File: config.mk
export PLATFORM = sky130hd
export DESIGN_NAME = alu_seq_flat
export DESIGN_NICKNAME = d
export VERILOG_FILES = /design/src/rtl/alu_seq_pkg.sv /design/src/rtl/alu_seq_if.sv /design/src/rtl/alu_seq_iter.sv /design/src/rtl/alu_seq.sv /design/src/flat_wrapper.sv
export SDC_FILE = /design/constraint.sdc
export NUM_CORES = 1
export LEC_CHECK = 0
export ABC_AREA = 1
export CAP_MARGIN = 25
export CORE_MARGIN = 5
export CORE_UTILIZATION = 49
export DETAILED_ROUTE_END_ITERATION = 10
export PLACE_DENSITY_LB_ADDON = 0.1
export SETUP_SLACK_MARGIN = 0.2
export SYNTH_ARGS = -nofsm -noshare
export SYNTH_HDL_FRONTEND = slang
export SYNTH_SLANG_ARGS = --single-unit
File: constraint.sdc
create_clock -name clk -period 6.1 [get_ports clk]
set_input_delay 1.525 -clock clk [delete_from_list [all_inputs] [get_ports clk]]
set_output_delay 1.525 -clock clk [all_outputs]
set_load 0.1 [all_outputs]
File: src/rtl/alu_seq_pkg.sv
// Shared opcode constants, opcode width and FSM state type for alu_seq.
package alu_seq_pkg;

  localparam int unsigned AC_N = 3;

  localparam int unsigned AC_AD = 0;
  localparam int unsigned AC_SB = 1;
  localparam int unsigned AC_AN = 2;
  localparam int unsigned AC_OR = 3;
  localparam int unsigned AC_LS = 4;
  localparam int unsigned AC_MU = 5;
  localparam int unsigned AC_DV = 6;

  typedef enum logic [1:0] {
    IDLE = 2'd0,
    BUSY = 2'd1,
    DONE = 2'd2
  } state_e;

endpackage

File: src/rtl/alu_seq_if.sv
// Request/result handshake bundle between a requester (master) and alu_seq (slave).
interface alu_seq_if #(
  parameter int unsigned N    = 8,
  parameter int unsigned AC_N = 3
);
  logic            in_valid;
  logic            in_ready;
  logic [N-1:0]    data_a;
  logic [N-1:0]    data_b;
  logic            carry_in;
  logic [AC_N-1:0] CS;
  logic            out_valid;
  logic            out_ready;
  logic [N-1:0]    S;
  logic [N-1:0]    S_hi;
  logic            zero;
  logic            carry_out;
  logic            err;

  modport master (
    output in_valid, data_a, data_b, carry_in, CS, out_ready,
    input  in_ready, out_valid, S, S_hi, zero, carry_out, err
  );

  modport slave (
    input  in_valid, data_a, data_b, carry_in, CS, out_ready,
    output in_ready, out_valid, S, S_hi, zero, carry_out, err
  );
endinterface

File: src/rtl/alu_seq_iter.sv
// Shared shift datapath: one shift-add multiply or restoring-divide step per cycle.
// Divider step is present only when ALU_SEQ_DIV_EN is defined.
// acc holds product-high / remainder, lo holds multiplier->product-low / dividend->quotient.
module alu_seq_iter #(
  parameter int unsigned N = 8
) (
  input  logic         clk,
  input  logic         rst_n,
  input  logic         load,
  input  logic         step,
`ifdef ALU_SEQ_DIV_EN
  input  logic         div_sel,
`endif
  input  logic [N-1:0] a,
  input  logic [N-1:0] b,
  output logic [N-1:0] acc_nxt_c,
  output logic [N-1:0] lo_nxt_c
);
  localparam int unsigned W1 = N + 1;

  logic [N-1:0]  acc_q, acc_d;
  logic [N-1:0]  lo_q, lo_d;
  logic [N-1:0]  b_q, b_d;
  logic [W1-1:0] mul_sum;
`ifdef ALU_SEQ_DIV_EN
  logic [W1-1:0] div_shift;
  logic          div_ge;
`endif

  // Next-state of the iteration registers: load operands or advance one step
  always_comb begin
    acc_d   = acc_q;
    lo_d    = lo_q;
    b_d     = b_q;
    mul_sum = W1'(acc_q) + (lo_q[0] ? W1'(b_q) : W1'(0));
`ifdef ALU_SEQ_DIV_EN
    div_shift = {acc_q, lo_q[N-1]};
    div_ge    = (div_shift >= W1'(b_q));
`endif
    if (load) begin
      acc_d = '0;
      lo_d  = a;
      b_d   = b;
    end else if (step) begin
`ifdef ALU_SEQ_DIV_EN
      if (div_sel) begin
        acc_d = div_ge ? N'(div_shift - W1'(b_q)) : div_shift[N-1:0];
        lo_d  = {lo_q[N-2:0], div_ge};
      end else
`endif
      begin
        acc_d = mul_sum[N:1];
        lo_d  = {mul_sum[0], lo_q[N-1:1]};
      end
    end
  end

  // Iteration registers
  always_ff @(posedge clk or negedge rst_n) begin
    if (!rst_n) begin
      acc_q <= '0;
      lo_q  <= '0;
      b_q   <= '0;
    end else begin
      acc_q <= acc_d;
      lo_q  <= lo_d;
      b_q   <= b_d;
    end
  end

  // Final step result is taken straight from next-state so DONE lands on the Nth step
  assign acc_nxt_c = acc_d;
  assign lo_nxt_c  = lo_d;

endmodule

File: src/rtl/alu_seq.sv
// Sequential ALU: single-cycle AD/SB/AN/OR/LS, N-cycle MU and (optional) DV.
// Define ALU_SEQ_DIV_EN to build the divider; otherwise opcode 6 is illegal.
module alu_seq #(
  parameter int unsigned N    = 8,
  parameter int unsigned AC_N = alu_seq_pkg::AC_N
) (
  input logic        clk,
  input logic        rst_n,
  alu_seq_if.slave   bus
);
  import alu_seq_pkg::*;

  localparam int unsigned W1    = N + 1;
  localparam int unsigned CNT_W = $clog2(N);

  state_e           state_q, state_d;
  logic [CNT_W-1:0] cnt_q, cnt_d;
  logic             err_pend_q, err_pend_d;
  logic [N-1:0]     s_q, s_d;
  logic [N-1:0]     s_hi_q, s_hi_d;
  logic             zero_q, zero_d;
  logic             carry_q, carry_d;
  logic             err_q, err_d;
  logic             out_valid_q, out_valid_d;
`ifdef ALU_SEQ_DIV_EN
  logic             op_div_q, op_div_d;
`endif

  logic          accept_c, is_mu_c, is_dv_c, is_multi_c;
  logic [W1-1:0] sum_c, dif_c;
  logic [N-1:0]  res_s_c;
  logic          res_c_c, res_e_c;
  logic [N-1:0]  acc_nxt_c, lo_nxt_c;

  assign bus.in_ready = (state_q == IDLE) || ((state_q == DONE) && bus.out_ready);
  assign accept_c     = bus.in_valid && bus.in_ready;
  assign is_mu_c      = (bus.CS == AC_N'(AC_MU));
`ifdef ALU_SEQ_DIV_EN
  assign is_dv_c      = (bus.CS == AC_N'(AC_DV));
`else
  assign is_dv_c      = 1'b0;
`endif
  assign is_multi_c   = is_mu_c || is_dv_c;

  // Single-cycle opcode results; anything not handled here is illegal
  always_comb begin
    sum_c   = W1'(bus.data_a) + W1'(bus.data_b) + W1'(bus.carry_in);
    dif_c   = W1'(bus.data_a) - W1'(bus.data_b) - W1'(bus.carry_in);
    res_s_c = '0;
    res_c_c = 1'b0;
    res_e_c = 1'b0;
    case (bus.CS)
      AC_N'(AC_AD): {res_c_c, res_s_c} = sum_c;
      AC_N'(AC_SB): {res_c_c, res_s_c} = dif_c;
      AC_N'(AC_AN): res_s_c = bus.data_a & bus.data_b;
      AC_N'(AC_OR): res_s_c = bus.data_a | bus.data_b;
      AC_N'(AC_LS): res_s_c = N'(bus.data_a < bus.data_b);
      default:      res_e_c = 1'b1;
    endcase
  end

  alu_seq_iter #(.N(N)) u_iter (
    .clk       (clk),
    .rst_n     (rst_n),
    .load      (accept_c && is_multi_c),
    .step      (state_q == BUSY),
`ifdef ALU_SEQ_DIV_EN
    .div_sel   (op_div_q),
`endif
    .a         (bus.data_a),
    .b         (bus.data_b),
    .acc_nxt_c (acc_nxt_c),
    .lo_nxt_c  (lo_nxt_c)
  );

  // Next-state and result-register logic; a new accept overrides the plain transition
  always_comb begin
    state_d    = state_q;
    cnt_d      = cnt_q;
    err_pend_d = err_pend_q;
    s_d        = s_q;
    s_hi_d     = s_hi_q;
    carry_d    = carry_q;
    err_d      = err_q;
`ifdef ALU_SEQ_DIV_EN
    op_div_d   = op_div_q;
`endif
    case (state_q)
      BUSY: begin
        if (cnt_q == CNT_W'(N - 1)) begin
          state_d = DONE;
          s_d     = lo_nxt_c;
          s_hi_d  = acc_nxt_c;
          carry_d = 1'b0;
          err_d   = err_pend_q;
        end else begin
          cnt_d = cnt_q + CNT_W'(1);
        end
      end
      DONE: begin
        if (bus.out_ready) state_d = IDLE;
      end
      default: ;
    endcase
    if (accept_c) begin
      if (is_multi_c) begin
        state_d    = BUSY;
        cnt_d      = '0;
        err_pend_d = is_dv_c && (bus.data_b == '0);
`ifdef ALU_SEQ_DIV_EN
        op_div_d   = is_dv_c;
`endif
      end else begin
        state_d = DONE;
        s_d     = res_s_c;
        s_hi_d  = '0;
        carry_d = res_c_c;
        err_d   = res_e_c;
      end
    end
    zero_d      = (s_d == '0);
    out_valid_d = (state_d == DONE);
  end

  // State and registered outputs
  always_ff @(posedge clk or negedge rst_n) begin
    if (!rst_n) begin
      state_q     <= IDLE;
      cnt_q       <= '0;
      err_pend_q  <= 1'b0;
      s_q         <= '0;
      s_hi_q      <= '0;
      zero_q      <= 1'b1;
      carry_q     <= 1'b0;
      err_q       <= 1'b0;
      out_valid_q <= 1'b0;
`ifdef ALU_SEQ_DIV_EN
      op_div_q    <= 1'b0;
`endif
    end else begin
      state_q     <= state_d;
      cnt_q       <= cnt_d;
      err_pend_q  <= err_pend_d;
      s_q         <= s_d;
      s_hi_q      <= s_hi_d;
      zero_q      <= zero_d;
      carry_q     <= carry_d;
      err_q       <= err_d;
      out_valid_q <= out_valid_d;
`ifdef ALU_SEQ_DIV_EN
      op_div_q    <= op_div_d;
`endif
    end
  end

  assign bus.out_valid = out_valid_q;
  assign bus.S         = s_q;
  assign bus.S_hi      = s_hi_q;
  assign bus.zero      = zero_q;
  assign bus.carry_out = carry_q;
  assign bus.err       = err_q;

endmodule

File: src/flat_wrapper.sv
// flat-port wrapper written by rule: the top's interface ports become plain ports
module alu_seq_flat import alu_seq_pkg::*;
#(
  parameter int unsigned N    = 8,
  parameter int unsigned AC_N = alu_seq_pkg::AC_N
)
  (clk, rst_n, bus_in_valid, bus_data_a, bus_data_b, bus_carry_in, bus_CS, bus_out_ready, bus_in_ready, bus_out_valid, bus_S, bus_S_hi, bus_zero, bus_carry_out, bus_err);
  alu_seq_if #(.N(N), .AC_N(AC_N)) bus_i ();
  input logic clk;
  input logic rst_n;
  input wire logic [$bits(bus_i.in_valid)-1:0] bus_in_valid;
  input wire logic [$bits(bus_i.data_a)-1:0] bus_data_a;
  input wire logic [$bits(bus_i.data_b)-1:0] bus_data_b;
  input wire logic [$bits(bus_i.carry_in)-1:0] bus_carry_in;
  input wire logic [$bits(bus_i.CS)-1:0] bus_CS;
  input wire logic [$bits(bus_i.out_ready)-1:0] bus_out_ready;
  output wire logic [$bits(bus_i.in_ready)-1:0] bus_in_ready;
  output wire logic [$bits(bus_i.out_valid)-1:0] bus_out_valid;
  output wire logic [$bits(bus_i.S)-1:0] bus_S;
  output wire logic [$bits(bus_i.S_hi)-1:0] bus_S_hi;
  output wire logic [$bits(bus_i.zero)-1:0] bus_zero;
  output wire logic [$bits(bus_i.carry_out)-1:0] bus_carry_out;
  output wire logic [$bits(bus_i.err)-1:0] bus_err;
  assign bus_i.in_valid = bus_in_valid;
  assign bus_i.data_a = bus_data_a;
  assign bus_i.data_b = bus_data_b;
  assign bus_i.carry_in = bus_carry_in;
  assign bus_i.CS = bus_CS;
  assign bus_i.out_ready = bus_out_ready;
  assign bus_in_ready = bus_i.in_ready;
  assign bus_out_valid = bus_i.out_valid;
  assign bus_S = bus_i.S;
  assign bus_S_hi = bus_i.S_hi;
  assign bus_zero = bus_i.zero;
  assign bus_carry_out = bus_i.carry_out;
  assign bus_err = bus_i.err;
  alu_seq #(.N(N), .AC_N(AC_N)) u_core (.clk(clk), .rst_n(rst_n), .bus(bus_i));
endmodule
# [After elaboration in Yosys (flattened, before gate mapping)]
# Cells that the tools add are included.
[totals] regBits=49 input_bits=24 output_inout_bits=21 word_cells=70
[op_classes] n_addsub=6 n_lt_le_gt_ge=1 n_eq_ne=9 muxes=33 bitwise_logic=2 n_reduce_logical=8
[ops] op="two-way mux 8 bit" n=13
[ops] op="one-hot mux 8 bit (5 select lines)" n=1
[ops] op="two-way mux 3 bit" n=4
[ops] op="adder 8 x 8 -> 9 bit" n=1
[ops] op="adder 8 x 9 -> 9 bit" n=1
[ops] op="adder 9 x 1 -> 9 bit" n=1
[ops] op="equality test 3 bit (second input constant)" n=3
[ops] op="two-way mux 1 bit" n=9
[ops] op="subtractor 8 x 8 -> 9 bit" n=1
[ops] op="subtractor 9 x 1 -> 9 bit" n=1
[ops] op="AND 8 bit" n=1
[ops] op="zero test 8 bit" n=1
[ops] op="less-than comparator 8 bit" n=1
[ops] op="two-way mux 2 bit" n=4
[ops] op="OR 8 bit" n=1
[ops] op="equality test 3 x 2 -> 1 bit (second input constant)" n=2
[ops] op="OR reduction 5 bit" n=1
[ops] op="equality test 2 bit (second input constant)" n=2
[ops] op="one-hot mux 2 bit (2 select lines)" n=1
[ops] op="adder 3 x 1 -> 3 bit (second input constant)" n=1
[ops] op="equality test 3 x 1 -> 1 bit (second input constant)" n=1
[ops] op="logical AND 1 bit" n=3
[ops] op="zero test 3 bit" n=1
[ops] op="equality test 2 x 1 -> 1 bit (second input constant)" n=1
[ops] op="3 further kinds" n=3

# [Depth between registers and ports, before layout]
# Gate-level depths: netlist of the first run.
[depth] word_depth=11 mapped_depth=16 mapped_depth_nobuf=16

# [By module]
# A second synthesis of the first run with hierarchy kept.
[unflattened] hier_cells=581 hier_area_um2=4149.0
[by_module_without_submodules] mod="alu_seq" n_inst=1 cells_each=383 area_per_inst_um2=2727.6 seq_area_each_um2=626.9
[by_module_without_submodules] mod="alu_seq_iter" n_inst=1 cells_each=198 area_per_inst_um2=1421.4 seq_area_each_um2=600.6

# [Least setup slack after synthesis of the first run]
# Ideal clock, no wire load.
[synth_timing] kind="input to output" start="input bus_out_ready" end="output bus_in_ready" t_arrival_ps=2235 t_required_ps=4575 setup_slack_ps=2340 stages=2 path_buffers=0 path_cell_list="nand2_1 nand2_1"
[synth_via] elab_chain_cells=2
[synth_lines] item="from (decl)" line="flat_wrapper.sv:16" rtl="input wire logic [$bits(bus_i.out_ready)-1:0] bus_out_ready;"
[synth_lines] item="logical AND 1 bit" line="alu_seq.sv:35" rtl="assign bus.in_ready = (state_q == IDLE) || ((state_q == DONE) && bus.out_ready);"
[synth_lines] item="logical OR 1 bit" line="alu_seq.sv:35"
[synth_lines] item="to (decl)" line="flat_wrapper.sv:17" rtl="output wire logic [$bits(bus_i.in_ready)-1:0] bus_in_ready;"
# Every way passes these cells.

# [Worst setup path in the final report of the first run]
# Same ends and word-level chain as after synthesis.

==> impl_metrics.ini, run 1 <==
[synth]
ys_top_cells_by_count = 140 x nand2_1, 83 x inv_1, 50 x ha_1
syn_avg_cell_area_sq_um = 7.25
yosys-top-cells-area = dfrtp_1 30%, ha_1 16%, nand2_1 13%, inv_1 7.9%, o21ai_0 5.2%
yosysSeqAreaShare = 0.309
yosys.cell_types.count = 39
synth_seq_cells = 49
synth_cells = 547
syn_area_sq_um = 3970
yosysTopAreaCellShare = 0.303
ys_async_sr_fraction = 1.00
synth-edff-count = 0
ys_warn_count = 0
yosysMostFrequentCell = nand2_1
synth-main-ff-cell = dfrtp_1
syn_nets = 625
synth_top_cell_by_area = dfrtp_1

[routing]
drc = 0
antenna_left = 0
vias = 3551
dr.pass1.iters = 5
avgViaCountPerCell = 5.15
drtIter0Drc = 153
avgRoutedWirePerCell_um = 13.9
routed_wl_um = 9600

[worst_setup_path]
cp_top_family = buffers and inverters
path_max_fanout = 2
worstSetupEndpointType = primary output
start_kind = input pin
crit_path_cell_trace = clkdlybuf4s50_1 > nand2_1 > nand2_1 > clkdlybuf4s50_1
crit_path_top_delay_cell = clkdlybuf4s50_1
max_stage_delay_ns = 1.14
critPathKind = in2out
crit_buf_inv = 2
required_ns = 4.58
cp.arrival_ns = 3.28

[die]
die_w_um = 100
placeableCoreArea_sq_um = 7810
start_util = 0.508
rows = 32
dieHeight_um = 100
io-pin-count = 45
dieArea_sq_um = 9990

[timing]
worst_pin_slew_ns = 1.01
rsz0062_at_grt = false
fin_crit_sh = 0.787
maxSlewViolCount = 0
hold_viol_final = 0
relSlewSlack = 0.327
setup_viol = 0
fin_tns_setup_ns = 0
fmax_ghz = 0.208
skew_ns = 0.00449
fin_crit_ns = 4.80

[cells_and_area]
fin_cells = 689
multiInputGateArea_sq_um = 2350
antenna_cells = 0
area.growth.synth_to_final_pct = 15.5
fill_cells = 763
drive_gt1_frac = 0.0579
finalNetCount = 664
seqCellArea_sq_um = 1230

[run]
maxCapViolations = 0

[global_route]
grt_overflow_total = 0
gr-usage-all-layers = 0.200
grt_max_degree = 34
grt_pass1_wl_um = 16200
grt_pass1_vias = 3367
antenna_found_initial = 0

[clock_network]
cts_tree = done
cts_root_buffer = clkbuf_8
clock-sinks = 49
clock_latency_ns = 0.31
cts_resized = 0
cts_buffers = 5
ctsHoldBuffers = 0
htreeDepth = 2
cts_setup_buffers = 0
cts.path.max_buffers = 2
path_clk_slew_ns = 0.09

[placed_design]
dp_cells = 681
portBuffers = 44
hpwl_um = 7420
gp_congestion = 0.867

[power_and_ir_drop]
p_leak_nw = 2.48
ir_drop_uv = 351
powerDensity_nw_per_um2 = 382

[outcome]
status = completed

[worst_hold_path]
hp-class = reg2reg
layout make-up:
| class | count | area share |
|---|---|---|
| clock inverter | 1 | 0.00109 |
| clock buffer | 7 | 0.0210 |
| inverter | 86 | 0.0705 |
| multi-input combinational | 399 | 0.512 |
| tap | 102 | 0.0279 |
| timing repair buffer | 45 | 0.0994 |
| sequential | 49 | 0.268 |
flip-flops by register name, summed over array words and instances (netlist names):
| signal | count |
|---|---|
| u_core.u_iter.acc_q | 8 |
| u_core.u_iter.lo_q | 8 |
| u_core.bus.zero | 1 |
| u_core.u_iter.b_q | 8 |
| u_core.bus.S_hi | 8 |
| u_core.bus.carry_out | 1 |
| u_core.bus.err | 1 |
| u_core.cnt_q | 3 |
| u_core.state_q | 2 |
| u_core.bus.S | 8 |
| u_core.bus.out_valid | 1 |
worst paths after layout:
kind	end	slack, ns	from	cells past startpoint
max	bus_in_ready	1.30	bus_out_ready	4
min	u_core.u_iter.b_q[7]$_DFFE_PN0P_	0.50	u_core.u_iter.b_q[7]$_DFFE_PN0P_	2
max reg2reg	u_core.bus.zero$_DFF_PN1_	2.80	u_core.state_q[1]$_DFF_PN0_	10
min reg2reg	u_core.u_iter.b_q[7]$_DFFE_PN0P_	0.50	u_core.u_iter.b_q[7]$_DFFE_PN0P_	2
max in group asynchronous	u_core.bus.zero$_DFF_PN1_	4.37	rst_n	2
min in group asynchronous	u_core.u_iter.b_q[0]$_DFFE_PN0P_	1.15	rst_n	1
cell families (layout without fill, tap and decap cells):
| family | count (synthesis) | count (layout) | share of synthesized area |
|---|---|---|---|
| buf+inv | 99 | 139 | 0.0987 |
| mux | 3 | 3 | 0.00757 |
| fa+ha+maj | 54 | 54 | 0.178 |
| simple gates | 243 | 243 | 0.260 |
| xor+xnor | 4 | 4 | 0.00883 |
| flops | 49 | 49 | 0.309 |
| compound gates | 95 | 95 | 0.137 |
metrics by stage:
step / setup WS, ns / total power, W / instance area (sq um) / util / hold slack [ns]
3_5_place_dp: 1.29 / 0.00154 / 4480 / 0.574 / 0.475
4_1_cts: 1.29 / 0.00176 / 4580 / 0.587 / 0.498
6_report: 1.30 / 0.00175 / 4580 / 0.587 / 0.496
2_1_floorplan: 2.34 / 0.00129 / 3970 / - / 0.453
3_3_place_gp: 1.30 / 0.00152 / 4460 / 0.571 / 0.469
5_1_grt: 1.24 / 0.00189 / 4580 / 0.587 / 0.518
cell usage in the layout (no fill, tap or decap), types with 2 or more instances in the layout:
master and n:
a21oi_1 30, clkbuf_8 7, clkdlybuf4s50_1 43, dfrtp_1 48, fa_1 4, ha_1 50, inv_1 83, inv_2 3
mux2i_1 3, nand2_1 140, nand3_1 39, nand3_2 2, nand4_1 2, nor2_1 49, nor3_1 2, o211ai_1 2
o21ai_0 41, o21ai_1 6, o21ai_2 6, o21bai_1 2, o21bai_2 4, or2_2 2, xnor2_1 2, xor2_1 2
power by group:
part	internal (W)	switching, W
Clock	0.000103	0.000112
Sequential	0.000452	0.0000800
Combinational	0.000309	0.000693
routing by layer:
metal | part of all wire | GRT usage | wire length, um
met1 | 0.51 | 0.304 | 4870
met2 | 0.43 | 0.300 | 4150
met3 | 0.052 | 0.0347 | 499
met4 | 0.0089 | 0.0404 | 85
met5 | 0 | 0 | 0
worst reg2reg max path: stages (launching register included):
cell and delay (ns):
dfrtp_1 0.39, inv_1 0.10, ha_1 0.82, nand3_2 0.56, inv_1 0.67, o21ai_0 0.15, o21bai_2 0.22, nand2_1 0.11
nor2_1 0.05, nand2_1 0.11, nor2_1 0.06
Power figures use the tool's default switching activity.
==> run 2: changes to the inputs <==
- clock period: 6.1 -> 4.86 ns (I/O delays scaled with it)
==> run 2 against run 1 <==
Compared with the run above:
- count of clock-buffer cells in the layout decreased by 2
- critical path depth is 11 higher
- clock skew increased by 0.0061 ns
- utilization increased by 0.080 points
- worst hold slack barely moved
- clock power grew 40%
- first-iteration DRC count is 12% higher
- sequential cell count unchanged
==> impl_metrics.ini, run 2 (synthesis results as in run 1) <==
[timing]
worst_pin_slew_ns = 0.983
relSlewSlack = 0.343
rsz0062_at_grt = false
skew_ns = 0.0106
fin_crit_ns = 3.56
fin_tns_setup_ns = 0
fmax_ghz = 0.281
fin_crit_sh = 0.733
maxSlewViolCount = 0
hold_viol_final = 0
hold_ws_ns = 0.496
setup_viol = 0

[worst_hold_path]
hold_depth = 2
hp-class = reg2reg
min_from = u_core.u_iter.b_q[5]$_DFFE_PN0P_
hold_end = u_core.u_iter.b_q[5]$_DFFE_PN0P_

[worst_setup_path]
crit_path_cell_trace = clkdlybuf4s50_1 > inv_1 > fa_1 > ha_1 > o21ai_1 > nand2_1 > nand2_1 > nand3_1 > nand3_1 > nand3_1 > nand2_1 > nand2_1 > nor2_1 > nand2_1 > nor2_1
required_ns = 5.11
reg2reg_setup_slack_ns = 2.19
path_max_fanout = 4
worstSetupEndpointType = register
start_kind = input pin
worstReg2RegStart = u_core.state_q[1]$_DFF_PN0_
critPathKind = in2reg
r2r_cells = 11
crit_path_top_delay_cell = clkdlybuf4s50_1
cpMostUsedCell = nand2_1
cp.arrival_ns = 3.82
max_stage_delay_ns = 0.56
r2r_end = u_core.bus.zero$_DFF_PN1_

[clock_network]
cts_tree = done
ctsHoldBuffers = 0
htreeDepth = 2
path_clk_slew_ns = 0.10
cts_setup_buffers = 0
clock-sinks = 49
cts_buffers = 5
cts_resized = 0
clock_latency_ns = 0.31
cts_root_buffer = clkbuf_8
cts.path.max_buffers = 2

[routing]
antenna_left = 0
drtIter0Drc = 172
vias = 3522
drc = 0
avgViaCountPerCell = 5.10
dr.pass1.iters = 5
avgRoutedWirePerCell_um = 14.4
routed_wl_um = 9920

[power_and_ir_drop]
ir_drop_uv = 434
pwr-share-clk = 0.136
powerDensity_nw_per_um2 = 485
swShare = 0.502
power_frac_seq = 0.301
switchingPower_w = 0.00112
combPwrFrac = 0.563
p_leak_nw = 2.48
power.internal_w = 0.00111

[die]
placeableCoreArea_sq_um = 7810
rows = 32
dieArea_sq_um = 9990
io-pin-count = 45
start_util = 0.508
die_w_um = 100
dieHeight_um = 100

[cells_and_area]
area.growth.synth_to_final_pct = 15.7
seqCellArea_sq_um = 1230
final_common_cell = nand2_1
drive_gt1_frac = 0.0612
final_cell_mix = 140 x nand2_1, 83 x inv_1, 50 x ha_1
antenna_cells = 0
finalNetCount = 665
fill_cells = 756
multiInputGateArea_sq_um = 2350

[run]
maxCapViolations = 0

[global_route]
grt_overflow_total = 0
antenna_found_initial = 0
grt_pass1_vias = 3486
gr-usage-all-layers = 0.208
grt_pass1_wl_um = 16900
grt_max_degree = 50

[outcome]
status = completed

[placed_design]
portBuffers = 44
gp_congestion = 0.885
hpwl_um = 7540
-- run 2: changes by cell type in the layout (fill, tap and decap cells not counted), sizes merged --
cell / change
buf: +2
clkbuf: -2
bufinv: +1
clkdlybuf4s50: -1
clkinvlp: +1
-- run 2: power by group through the flow --
| stage | combinational [W] | clock [W] | sequential, W |
|---|---|---|---|
| CTS | 0.00126 | 0.000308 | 0.000671 |
| floorplan | 0.000642 | 0 | 0.000980 |
| global placement | 0.00124 | 0 | 0.000676 |
| global route | 0.00138 | 0.000323 | 0.000693 |
| detailed placement | 0.00125 | 0 | 0.000678 |
| finish | 0.00125 | 0.000302 | 0.000671 |
-- run 2: area by class of cell --
cell class                      instances  share of cell area
Tap cell                              102              0.0278
Timing Repair Buffer                   46              0.0976
Clock inverter                          3              0.0101
Sequential cell                        49               0.268
Inverter                               86              0.0704
Multi-Input combinational cell        399               0.512
Clock buffer                            5              0.0150
-- run 2: worst max-delay path, delay by kind of cell --
family / cells / cell delay [ns]
and+or+nand+nor: 10 / 0.92
adders and majority gates: 2 / 0.75
buffers and inverters: 2 / 0.72
AOI/OAI and AO/OA: 1 / 0.20
-- run 2: worst max path at each step --
stage                             start  cells past startpoint                         to
final                     bus_data_b[0]                     15  u_core.bus.zero$_DFF_PN1_
after global routing      bus_data_b[0]                     15  u_core.bus.zero$_DFF_PN1_
after CTS                 bus_data_b[0]                     15  u_core.bus.zero$_DFF_PN1_
after detailed placement  bus_data_b[0]                     15  u_core.bus.zero$_DFF_PN1_
after global placement    bus_data_b[0]                     12  u_core.bus.zero$_DFF_PN1_
after floorplan           bus_out_ready                      2               bus_in_ready
-- run 2: metal layers --
metal,global-route usage,wire [um],up-vias
met4,0.0415,95,0
met1,0.310,4910,1605
met2,0.323,4380,93
met3,0.0306,530,9
met5,0,0,-
li1,-,-,1815
-- run 2: through the flow --
stage               worst slack [ns]  instance area, sq um  power (W)   util  cells
finish                          1.30                  4590    0.00223  0.588    690
global route                    1.11                  4590    0.00240  0.588    690
CTS                             1.33                  4590    0.00224  0.588    690
detailed placement              1.01                  4470    0.00193  0.573    682
global placement                1.06                  4470    0.00191  0.573    682
floorplan                       1.72                  3970    0.00162      -    547
==> run 3: changes to the inputs <==
- clock period: 4.86 -> 3.6 ns (I/O delays scaled with it)
==> run 3 against run 2 <==
Compared with the run above:
- clock power increased by 11%
- worst hold slack improved by 0.00069 ns
- setup slack got worse by 0.89 ns
- critical path depth unchanged
- critical path type unchanged
- clock skew decreased by 0.00058 ns
- die area unchanged
- wire length increased by 1.8%
- cell area decreased by 0.22%
- sequential share of layout area increased by 0.058 points
- global-route usage increased by 0.58 points
- largest cell class unchanged
==> impl_metrics.ini, run 3 (synthesis results as in run 1) <==
[timing]
worst_pin_slew_ns = 0.730
skew_ns = 0.0100
fin_crit_ns = 3.19
setup_viol = 0
fmax_ghz = 0.313
fin_crit_sh = 0.887
relSlewSlack = 0.513
hold_viol_final = 0
maxSlewViolCount = 0
fin_tns_setup_ns = 0
rsz0062_at_grt = false

[worst_setup_path]
required_ns = 3.84
critPathKind = in2reg
cp_top_family = simple AND/OR/NAND/NOR gates
cpMostUsedCell = nand2_1
path_max_fanout = 5
start_kind = input pin
max_stage_delay_ns = 0.56
worstSetupEndpointType = register
crit_path_cell_trace = clkdlybuf4s50_1 > fa_1 > inv_1 > ha_1 > o21ai_1 > nand2_1 > nand2_1 > nand3_1 > nand3_1 > nand3_1 > nand2_1 > nand2_1 > nor2_1 > nand2_1 > nor2_1
cp.arrival_ns = 3.43
crit_buf_inv = 2
crit_path_top_delay_cell = fa_1

[power_and_ir_drop]
ir_drop_uv = 576
powerDensity_nw_per_um2 = 642
finalPower_w = 0.00294
p_leak_nw = 2.54

[die]
placeableCoreArea_sq_um = 7810
start_util = 0.508
dieArea_sq_um = 9990
dieHeight_um = 100
die_w_um = 100
io-pin-count = 45
rows = 32

[cells_and_area]
final_cell_mix = 140 x nand2_1, 83 x inv_1, 50 x ha_1
final_common_cell = nand2_1
finalNetCount = 672
area.growth.synth_to_final_pct = 15.4
antenna_cells = 0
fill_cells = 743
fin_cells = 697
drive_gt1_frac = 0.103

[outcome]
status = completed

[clock_network]
cts_root_buffer = clkbuf_8
cts_tree = done
cts_buffers = 5
cts.path.max_buffers = 2
clock_latency_ns = 0.30
cts_resized = 0
cts_setup_buffers = 0
clock-sinks = 49
ctsHoldBuffers = 0
htreeDepth = 2
path_clk_slew_ns = 0.09

[routing]
dr.pass1.iters = 5
avgViaCountPerCell = 5.15
vias = 3588
drc = 0
drtIter0Drc = 183
routed_wl_um = 10100
avgRoutedWirePerCell_um = 14.5
antenna_left = 0

[placed_design]
portBuffers = 44
dp_cells = 689
gp_congestion = 0.925
hpwl_um = 7920

[global_route]
grt_pass1_wl_um = 17300
antenna_found_initial = 0
grt_overflow_total = 0
gr-usage-all-layers = 0.214
grt_pass1_vias = 3501
grt_max_degree = 32

[run]
maxCapViolations = 0

[worst_hold_path]
hp-class = reg2reg
run 3: cell types whose count changed in the layout (fill, tap and decap cells not counted):
cell and change:
bufinv_16 -1, clkinv_4 -1, clkdlybuf4s50_1 -20, clkbuf_8 +1
buf_12 +1, buf_4 +26, clkinvlp_4 -1, clkbuf_1 +2
run 3: final cells by class:
| type | count | area (sq um) | area share |
|---|---|---|---|
| Clock buffer | 8 | 90.1 | 0.0197 |
| Tap cell | 102 | 128 | 0.0279 |
| Timing Repair Buffer | 53 | 463 | 0.101 |
| Multi-Input combinational cell | 399 | 2350 | 0.513 |
| Inverter | 86 | 323 | 0.0705 |
| Sequential cell | 49 | 1230 | 0.268 |
run 3: path summary, 6_finish.rpt:
kind,from,endpoint,slack (ns),cells after the start
setup / recovery,bus_data_a[0],u_core.bus.zero$_DFF_PN1_,0.41,15
hold / removal,u_core.u_iter.b_q[4]$_DFFE_PN0P_,u_core.u_iter.b_q[4]$_DFFE_PN0P_,0.50,2
setup reg to reg,u_core.state_q[1]$_DFF_PN0_,u_core.bus.zero$_DFF_PN1_,0.99,11
hold reg to reg,u_core.u_iter.b_q[4]$_DFFE_PN0P_,u_core.u_iter.b_q[4]$_DFFE_PN0P_,0.50,2
max in group asynchronous,rst_n,u_core.bus.zero$_DFF_PN1_,2.15,2
min in group asynchronous,rst_n,u_core.u_iter.b_q[0]$_DFFE_PN0P_,0.64,1
run 3: per-stage QoR:
stage                      util  setup WS [ns]  area, sq um  hold WS (ns)
after CTS                 0.586          0.465         4580         0.501
final                     0.586          0.408         4580         0.497
after detailed placement  0.575          0.136         4490         0.481
after global placement    0.575          0.224         4490         0.473
after global routing      0.586          0.218         4580         0.523
after floorplan               -          0.875         3970         0.453
run 3: routing by layer:
layer  track usage  vias to the layer above  share of wire
li1              -                     1831              -
met1         0.315                     1658           0.50
met2         0.330                       89           0.44
met3        0.0389                       10          0.050
met4        0.0435                        0          0.011
met5             0                        -              0
run 3: report_power, final:
part / leakage (nW) / switching [W] / internal [W]
logic: 1.88 / 0.00118 / 0.000520
registers: 0.621 / 0.000141 / 0.000767
clock network: 0.0455 / 0.000177 / 0.000157
run 3: worst register-to-register path: cells and delay by family (launching register included):
| family | cells | cell delay [ns] |
|---|---|---|
| adder cells (fa/ha/maj) | 1 | 0.16 |
| flip-flops | 1 | 0.38 |
| buffers and inverters | 3 | 0.99 |
| AO/OA/AOI/OAI | 2 | 0.38 |
| AND/OR/NAND/NOR | 5 | 0.64 |
